$ cat config.mk
export PLATFORM = sky130hd
export DESIGN_NAME = snake_body_streamer_flat
export DESIGN_NICKNAME = d
export VERILOG_FILES = /design/src/rtl/snake_body_streamer_if.sv /design/src/rtl/snake_body_streamer.sv /design/src/flat_wrapper.sv
export SDC_FILE = /design/constraint.sdc
export NUM_CORES = 1
export LEC_CHECK = 0
export CAP_MARGIN = 25
export CORE_ASPECT_RATIO = 0.5
export CORE_UTILIZATION = 45
export CTS_CLUSTER_DIAMETER = 200
export CTS_CLUSTER_SIZE = 28
export DETAILED_ROUTE_END_ITERATION = 7
export DONT_BUFFER_PORTS = 1
export GPL_TIMING_DRIVEN = 0
export PLACE_DENSITY = 0.64
export RECOVER_POWER = 50
export REMOVE_ABC_BUFFERS = 1
export SYNTH_ARGS = -nofsm -noshare
export SYNTH_HDL_FRONTEND = slang
export SYNTH_SLANG_ARGS = --single-unit
$ cat constraint.sdc
create_clock -name clock_25 -period 2.3 [get_ports clock_25]
set_input_delay 0.23 -clock clock_25 [delete_from_list [all_inputs] [get_ports clock_25]]
set_output_delay 0.23 -clock clock_25 [all_outputs]
set_load 0.01 [all_outputs]
$ cat src/rtl/snake_body_streamer_if.sv
// Serial body-segment stream from the snake store to the graphic renderer.
interface snake_body_streamer_if;
  logic       en_snake_body;
  logic [6:0] snake_body_x;
  logic [6:0] snake_body_y;
  logic       stream_done;

  modport master (output en_snake_body, output snake_body_x, output snake_body_y, output stream_done);
  modport slave  (input  en_snake_body, input  snake_body_x, input  snake_body_y, input  stream_done);
endinterface

$ cat src/rtl/snake_body_streamer.sv
// Snake body segment store: shifts on head moves, streams segments to the
// renderer and flags head-versus-body self-collision during the stream.
module snake_body_streamer #(
  parameter int SNAKE_LENGTH_BIT = 4,
  parameter int SNAKE_LENGTH_MAX = 16,
  parameter int INIT_LENGTH      = 3,
  parameter int INIT_X           = 20,
  parameter int INIT_Y           = 20
) (
  input  logic                        clock_25,
  input  logic                        reset,
  input  logic [6:0]                  snake_head_x,
  input  logic [6:0]                  snake_head_y,
  input  logic                        move_tick,
  input  logic                        grow,
  input  logic                        frame_start,
  input  logic                        blank,
  snake_body_streamer_if.master       body_if,
  output logic [SNAKE_LENGTH_BIT-1:0] snake_length,
  output logic                        self_collision
);

  localparam int unsigned DEPTH = SNAKE_LENGTH_MAX - 1;
  localparam logic [SNAKE_LENGTH_BIT-1:0] LEN_MAX  = SNAKE_LENGTH_BIT'(SNAKE_LENGTH_MAX - 1);
  localparam logic [SNAKE_LENGTH_BIT-1:0] LEN_INIT = SNAKE_LENGTH_BIT'(INIT_LENGTH);

  localparam logic [2:0] IDLE       = 3'd0;
  localparam logic [2:0] SHIFT      = 3'd1;
  localparam logic [2:0] WAIT_BLANK = 3'd2;
  localparam logic [2:0] STREAM     = 3'd3;
  localparam logic [2:0] DONE       = 3'd4;

  logic [2:0]                  state_q, state_d;
  logic [6:0]                  body_x_q [DEPTH];
  logic [6:0]                  body_x_d [DEPTH];
  logic [6:0]                  body_y_q [DEPTH];
  logic [6:0]                  body_y_d [DEPTH];
  logic [6:0]                  prev_x_q, prev_x_d;
  logic [6:0]                  prev_y_q, prev_y_d;
  logic [SNAKE_LENGTH_BIT-1:0] len_q, len_d;
  logic [SNAKE_LENGTH_BIT-1:0] idx_q, idx_d;
  logic                        pend_move_q, pend_move_d;
  logic                        pend_grow_q, pend_grow_d;
  logic                        pend_refresh_q, pend_refresh_d;
  logic                        hit_q, hit_d;
  logic                        coll_q, coll_d;
  logic                        en_q, en_d;
  logic                        done_q, done_d;
  logic [6:0]                  out_x_q, out_x_d;
  logic [6:0]                  out_y_q, out_y_d;

  always_comb begin
    state_d        = state_q;
    body_x_d       = body_x_q;
    body_y_d       = body_y_q;
    prev_x_d       = prev_x_q;
    prev_y_d       = prev_y_q;
    len_d          = len_q;
    idx_d          = idx_q;
    pend_move_d    = pend_move_q | move_tick;
    pend_grow_d    = pend_grow_q | grow;
    pend_refresh_d = pend_refresh_q | frame_start;
    hit_d          = hit_q;
    coll_d         = coll_q;
    en_d           = 1'b0;
    done_d         = 1'b0;
    out_x_d        = out_x_q;
    out_y_d        = out_y_q;

    case (state_q)
      IDLE: begin
        // The live move_tick is looked at too, so SHIFT follows the pulse directly.
        if (pend_move_q || move_tick) begin
          state_d = SHIFT;
        end else if (pend_refresh_q) begin
          state_d = WAIT_BLANK;
        end
      end
      SHIFT: begin
        body_x_d[0] = prev_x_q;
        body_y_d[0] = prev_y_q;
        for (int unsigned i = 1; i < DEPTH; i++) begin
          body_x_d[i] = body_x_q[i-1];
          body_y_d[i] = body_y_q[i-1];
        end
        prev_x_d = snake_head_x;
        prev_y_d = snake_head_y;
        if (pend_grow_q && (len_q < LEN_MAX)) begin
          len_d = len_q + 1'b1;
        end
        // Requests arriving this very cycle must survive the clear.
        pend_move_d    = move_tick;
        pend_grow_d    = grow;
        pend_refresh_d = 1'b1;
        idx_d          = '0;
        // Skipping WAIT_BLANK when blank is already high saves a cycle of latency.
        state_d        = blank ? STREAM : WAIT_BLANK;
      end
      WAIT_BLANK: begin
        if (blank) begin
          idx_d   = '0;
          state_d = STREAM;
        end
      end
      STREAM: begin
        en_d    = 1'b1;
        out_x_d = body_x_q[idx_q];
        out_y_d = body_y_q[idx_q];
        if ((body_x_q[idx_q] == prev_x_q) && (body_y_q[idx_q] == prev_y_q)) begin
          hit_d = 1'b1;
        end
        idx_d = idx_q + 1'b1;
        if (idx_q == len_q - 1'b1) begin
          state_d = DONE;
        end
      end
      DONE: begin
        done_d         = 1'b1;
        coll_d         = coll_q | hit_q;
        hit_d          = 1'b0;
        pend_refresh_d = frame_start;
        state_d        = IDLE;
      end
      default: state_d = IDLE;
    endcase
  end

  always_ff @(posedge clock_25) begin
    if (!reset) begin
      state_q <= IDLE;
      for (int unsigned i = 0; i < DEPTH; i++) begin
        body_x_q[i] <= 7'(INIT_X - 1 - int'(i));
        body_y_q[i] <= 7'(INIT_Y);
      end
      prev_x_q       <= 7'(INIT_X);
      prev_y_q       <= 7'(INIT_Y);
      len_q          <= LEN_INIT;
      idx_q          <= '0;
      pend_move_q    <= 1'b0;
      pend_grow_q    <= 1'b0;
      pend_refresh_q <= 1'b0;
      hit_q          <= 1'b0;
      coll_q         <= 1'b0;
      en_q           <= 1'b0;
      done_q         <= 1'b0;
      out_x_q        <= '0;
      out_y_q        <= '0;
    end else begin
      state_q        <= state_d;
      body_x_q       <= body_x_d;
      body_y_q       <= body_y_d;
      prev_x_q       <= prev_x_d;
      prev_y_q       <= prev_y_d;
      len_q          <= len_d;
      idx_q          <= idx_d;
      pend_move_q    <= pend_move_d;
      pend_grow_q    <= pend_grow_d;
      pend_refresh_q <= pend_refresh_d;
      hit_q          <= hit_d;
      coll_q         <= coll_d;
      en_q           <= en_d;
      done_q         <= done_d;
      out_x_q        <= out_x_d;
      out_y_q        <= out_y_d;
    end
  end

  assign body_if.en_snake_body = en_q;
  assign body_if.snake_body_x  = out_x_q;
  assign body_if.snake_body_y  = out_y_q;
  assign body_if.stream_done   = done_q;
  assign snake_length          = len_q;
  assign self_collision        = coll_q;

endmodule

$ cat src/flat_wrapper.sv
// flat-port wrapper written by rule: the top's interface ports become plain ports
module snake_body_streamer_flat 
#(
  parameter int SNAKE_LENGTH_BIT = 4,
  parameter int SNAKE_LENGTH_MAX = 16,
  parameter int INIT_LENGTH      = 3,
  parameter int INIT_X           = 20,
  parameter int INIT_Y           = 20
)
  (clock_25, reset, snake_head_x, snake_head_y, move_tick, grow, frame_start, blank, snake_length, self_collision, body_if_en_snake_body, body_if_snake_body_x, body_if_snake_body_y, body_if_stream_done);
  snake_body_streamer_if body_if_i ();
  input  logic clock_25;
  input  logic reset;
  input  logic [6:0] snake_head_x;
  input  logic [6:0] snake_head_y;
  input  logic move_tick;
  input  logic grow;
  input  logic frame_start;
  input  logic blank;
  output logic [SNAKE_LENGTH_BIT-1:0] snake_length;
  output logic self_collision;
  output wire logic [$bits(body_if_i.en_snake_body)-1:0] body_if_en_snake_body;
  output wire logic [$bits(body_if_i.snake_body_x)-1:0] body_if_snake_body_x;
  output wire logic [$bits(body_if_i.snake_body_y)-1:0] body_if_snake_body_y;
  output wire logic [$bits(body_if_i.stream_done)-1:0] body_if_stream_done;
  assign body_if_en_snake_body = body_if_i.en_snake_body;
  assign body_if_snake_body_x = body_if_i.snake_body_x;
  assign body_if_snake_body_y = body_if_i.snake_body_y;
  assign body_if_stream_done = body_if_i.stream_done;
  snake_body_streamer #(.SNAKE_LENGTH_BIT(SNAKE_LENGTH_BIT), .SNAKE_LENGTH_MAX(SNAKE_LENGTH_MAX), .INIT_LENGTH(INIT_LENGTH), .INIT_X(INIT_X), .INIT_Y(INIT_Y)) u_core (.clock_25(clock_25), .reset(reset), .snake_head_x(snake_head_x), .snake_head_y(snake_head_y), .move_tick(move_tick), .grow(grow), .frame_start(frame_start), .blank(blank), .body_if(body_if_i), .snake_length(snake_length), .self_collision(self_collision));
endmodule
==> impl_summary.log, run 1 <==
INFO  metric p_clk_share = between 20 and 25%
INFO  metric final_common_cell = sky130_fd_sc_hd__nand2_1
INFO  metric initial_utilization = between 40 and 50%
INFO  metric timing.critical_path.to_type = flop
INFO  metric area_share_of_the_largest_cell_type_after_synthesis = roughly 45%
INFO  metric finish.net_count = ~1400
INFO  metric setup.worst_path.start_class = flop
INFO  metric whs = -0.0949 ns
INFO  metric criticalPathCategory = flop to flop
INFO  metric endpoint_of_the_worst_slack_reg_to_reg_timing_path = u_core.hit_q
INFO  metric groute.usage.overall = approximately 22%
INFO  metric worst-slew-pin-transition = between 0.4 and 0.5 ns
INFO  metric gp_congestion = 0.766
INFO  metric place_hpwl = ~16000 µm
INFO  metric finClkSkew = 0.0374 ns
INFO  metric fp.dieArea = roughly 26000 µm²
INFO  metric synth_seq_area_share = between 40 and 50%
INFO  metric final_period_minus_worst_setup_slack = 2.49 ns
INFO  metric unrepaired_setup_endpoints_after_global_routing = yes
INFO  metric layout-drive-gt1-share = about a tenth
INFO  metric yosys_register_bits = roughly 260
INFO  metric timing.final.max_slew_violations = 0
INFO  metric synth-edff-count = 0
INFO  metric avgRoutedWirePerCell = between 15 and 20 µm
INFO  metric crit_path_max_fanout = 11
INFO  metric drt_pass1_iterations = 5
INFO  metric maximum_number_of_pins_on_one_net_before_global_route_repair = approximately 260
INFO  metric htreeDepth = 1
INFO  metric remaining_drc_errors = 0
INFO  metric switching_power = between 0.003 and 0.004 W
INFO  metric total_power = about 0.012 W
INFO  metric tritoncts_num_sinks = roughly 260
INFO  metric finish.utilization = roughly 55%
INFO  metric clk_pin_slew_worst_paths = about 0.11 ns
INFO  metric power.density_cell_area = 857 nW/µm²
INFO  metric timing.fmax = between 400 and 500 MHz
INFO  metric core_ar = 24500 µm²
INFO  metric cts_root_buffer = sky130_fd_sc_hd__clkbuf_16
INFO  metric cts_max_path_buffers = 3
INFO  metric insertedDiodeCount = 0
INFO  metric comb_power_share = a little under a third
INFO  metric cell_depth_of_the_worst_hold_path = 1
INFO  metric rr_startpoint = u_core.idx_q[1]
INFO  metric timing.critical_path.slowest_cell_delay = 0.46 ns
INFO  metric worst_slew_margin_rel = around two thirds
INFO  metric synth-async-reset-ratio = 0%
INFO  metric most-common-layout-cells = sky130_fd_sc_hd__nand2_1, sky130_fd_sc_hd__dfxtp_1, sky130_fd_sc_hd__a21boi_0
INFO  metric violations = negative hold slack, negative setup slack
INFO  metric synth.distinct_cells = between 40 and 50
INFO  metric first_global_vias = slightly below 9000
INFO  metric cp.arrival = between 2 and 3 ns
INFO  metric p_leak = ~4.8 nW
INFO  metric placement.io_buffers = 0
INFO  metric vias_per_cell = ~5.4
INFO  metric clkLatencyLatePin = a little under 0.5 ns
INFO  metric required = 2.74 ns
INFO  metric maxCapViolations = 0
INFO  metric cp.depth = 8
INFO  metric grt_first_pass_wirelength = around 46000 µm
INFO  metric seq_power_share = a little under half
INFO  metric run_status = complete, but fails checks
INFO  metric globalRoute.totalOverflow = 0
INFO  metric worst_path_dominant_cell_family = compound AO/OA/AOI/OAI gates
INFO  metric synth_area_per_cell = 8.54 µm²
INFO  metric fillers = approximately 2100
INFO  metric power.share.switching = between 30% and 40%
INFO  metric start_point_of_the_critical_path = u_core.idx_q[1]
INFO  metric synth_top_cell_by_area = sky130_fd_sc_hd__dfxtp_1
INFO  metric crit_path_cell_trace = buf_12, mux2_2, a221o_1, a22oi_2, xor2_1, nand3_1, nor4_2, a32o_1
INFO  metric setup-violations-final = 17
INFO  metric synth_cells = about 1300
INFO  metric synthesis.yosys.warnings = 0
INFO  metric core.rowCount = 40
INFO  metric timing_hold_violations_final = 14
INFO  metric intPower = about 0.0076 W
INFO  metric number_of_antenna_violating_nets_in_the_routed_design = 0
INFO  metric layout_worst_path_cycle_share = 108%
INFO  metric post-route-worst-setup-slack = -0.187 ns
INFO  metric post_detailed_routing_wire_length = roughly 28000 µm
INFO  metric hold_class = input port to flop
INFO  metric ys_top_cells_by_area = sky130_fd_sc_hd__dfxtp_1, sky130_fd_sc_hd__nand2_1, sky130_fd_sc_hd__a21boi_0
INFO  metric pre_cts_slack = -1.16 ns
INFO  metric antenna_violations_before_repair = 0
INFO  metric design.portCount = approximately 40
INFO  metric floorplan.die.height = between 100 and 150 µm
INFO  metric cts_inserted_buffers = 13
INFO  metric signed_area_change_from_the_synthesized_netlist_to_the_final_layout = 17.7%
INFO  metric synth-main-ff-cell = sky130_fd_sc_hd__dfxtp_1
INFO  metric mappedNetlistArea = around 11000 µm²
INFO  metric setup_tns_after_final_layout = -1.03 ns
INFO  metric r2r.worst_path.cells = 8
INFO  metric cp_slowest_cell = sky130_fd_sc_hd__dfxtp_4
INFO  metric cts_tree = done
INFO  metric power.ir.vdd_worst = around 0.00048 V
INFO  metric drt_iter0_drc = 900
INFO  metric vias = between 9000 and 10000
INFO  metric die_width = ~230 µm
INFO  metric r2r_setup_slack = -0.19 ns
INFO  metric cp.buffers_inverters = 1
INFO  metric timing.critical_path.to = u_core.hit_q
repair_timing:
item,CTS,global route
pin swaps,8,4
setup buffers,20,6
resized for setup,36,6
endpoints found under the hold margin,256,185
cloned,4,1
endpoints found under the setup margin,100,43
hold buffers,74,3
Yosys cell counts (2+ instances only):
library cell,instances
sky130_fd_sc_hd__dfxtp_1,256
sky130_fd_sc_hd__a31oi_1,5
sky130_fd_sc_hd__a211oi_1,5
sky130_fd_sc_hd__a22oi_1,3
sky130_fd_sc_hd__nor3_1,7
sky130_fd_sc_hd__buf_6,3
sky130_fd_sc_hd__a21boi_0,159
sky130_fd_sc_hd__a221oi_1,11
sky130_fd_sc_hd__mux2_2,10
sky130_fd_sc_hd__buf_2,12
sky130_fd_sc_hd__and2_1,4
sky130_fd_sc_hd__a221o_1,8
sky130_fd_sc_hd__o2bb2ai_1,3
sky130_fd_sc_hd__and3_1,5
sky130_fd_sc_hd__a22o_1,2
sky130_fd_sc_hd__a2111oi_0,2
sky130_fd_sc_hd__nand2b_1,5
sky130_fd_sc_hd__xor2_1,16
sky130_fd_sc_hd__nor4_1,2
sky130_fd_sc_hd__nand2_1,475
sky130_fd_sc_hd__o211a_1,4
sky130_fd_sc_hd__nand3_1,74
sky130_fd_sc_hd__a21oi_1,11
sky130_fd_sc_hd__o21a_1,3
sky130_fd_sc_hd__nor2b_1,14
sky130_fd_sc_hd__inv_1,8
sky130_fd_sc_hd__buf_1,8
sky130_fd_sc_hd__clkbuf_1,84
sky130_fd_sc_hd__buf_4,2
sky130_fd_sc_hd__xnor2_1,15
sky130_fd_sc_hd__nor2_1,22
sky130_fd_sc_hd__o21ai_0,9
sky130_fd_sc_hd__mux2i_1,47
sky130_fd_sc_hd__ha_1,3
sky130_fd_sc_hd__nor3b_1,3
sky130_fd_sc_hd__mux4_2,30
registers in the layout, indices dropped and copies added, names as in the netlist:
register / cells
u_core.body_x_q: 105
u_core.body_y_q: 105
u_core.body_if.snake_body_x: 7
u_core.body_if.snake_body_y: 7
u_core.prev_x_q: 7
u_core.prev_y_q: 7
u_core.idx_q: 4
u_core.snake_length: 4
u_core.state_q: 3
u_core.body_if.en_snake_body: 1
u_core.body_if.stream_done: 1
u_core.hit_q: 1
u_core.pend_grow_q: 1
u_core.pend_move_q: 1
u_core.pend_refresh_q: 1
u_core.self_collision: 1
how the worst min path moves through the flow:
stage          start  slack [ns]                      to
4_1_cts        reset       -0.18  u_core.snake_length[0]
2_1_floorplan  reset        0.29  u_core.snake_length[0]
3_3_place_gp   reset        0.33      u_core.prev_x_q[2]
5_1_grt        reset       -0.15      u_core.prev_x_q[2]
3_5_place_dp   reset        0.33      u_core.prev_x_q[2]
6_report       reset       -0.09     u_core.body_x_q[33]
metrics by stage:
| step | cells | area, µm² | hold WS (ns) |
|---|---|---|---|
| finish | 1713 | 13500 | -0.0949 |
| global route | 1713 | 13500 | -0.152 |
| detailed placement | 1590 | 11800 | 0.333 |
| CTS | 1704 | 13400 | -0.180 |
| global placement | 1566 | 11400 | 0.327 |
| floorplan | 1230 | 11000 | 0.292 |
kinds of logic after synthesis:
family | synth area share (%)
and+or+nand+nor | 21.8
buffers and inverters | 4.24
adders and majority gates | 0.328
xor gates and xnor gates | 2.37
DFF | 44.8
AOI/OAI and AO/OA | 15.4
muxes | 11.0
routing by layer:
metal | vias up | part of all wire [%] | wire length (µm) | GRT usage, %
li1 | 4573 | - | - | -
met1 | 4504 | 47 | 13200 | 30.5
met2 | 192 | 46 | 13100 | 36.3
met3 | 40 | 5.5 | 1560 | 3.52
met4 | 0 | 1.8 | 502 | 4.74
met5 | - | 0 | 0 | 0
cell type report:
| type | count | area, µm² | area share [%] |
|---|---|---|---|
| clock buffer | 15 | 333 | 2.47 |
| multi-input combinational | 966 | 5970 | 44.4 |
| tap | 336 | 420 | 3.12 |
| timing repair inverter | 1 | 7.51 | 0.0558 |
| sequential | 256 | 5140 | 38.2 |
| timing repair buffer | 130 | 1510 | 11.2 |
| inverter | 8 | 41.3 | 0.307 |
| clock inverter | 1 | 30.0 | 0.223 |
power by group through the flow:
stage | logic (W) | clock network [W] | registers (W)
CTS | 0.00350 | 0.00257 | 0.00546
global placement | 0.00164 | 0 | 0.00517
global route | 0.00388 | 0.00276 | 0.00556
finish | 0.00353 | 0.00251 | 0.00548
floorplan | 0.00169 | 0 | 0.00524
detailed placement | 0.00293 | 0 | 0.00563
Power figures use the tool's default switching activity.
==> run 2, diff against run 1 <==
--- a/config.mk
+++ b/config.mk
@@ -8,7 +8,7 @@
 export CAP_MARGIN = 25
 export CORE_ASPECT_RATIO = 0.5
 export CORE_UTILIZATION = 45
-export CTS_CLUSTER_DIAMETER = 200
+export CTS_CLUSTER_DIAMETER = 120
 export CTS_CLUSTER_SIZE = 28
 export DETAILED_ROUTE_END_ITERATION = 7
 export DONT_BUFFER_PORTS = 1
==> results of run 2 <==
The final DEF is identical to that of run 1; final timing and power are the same.
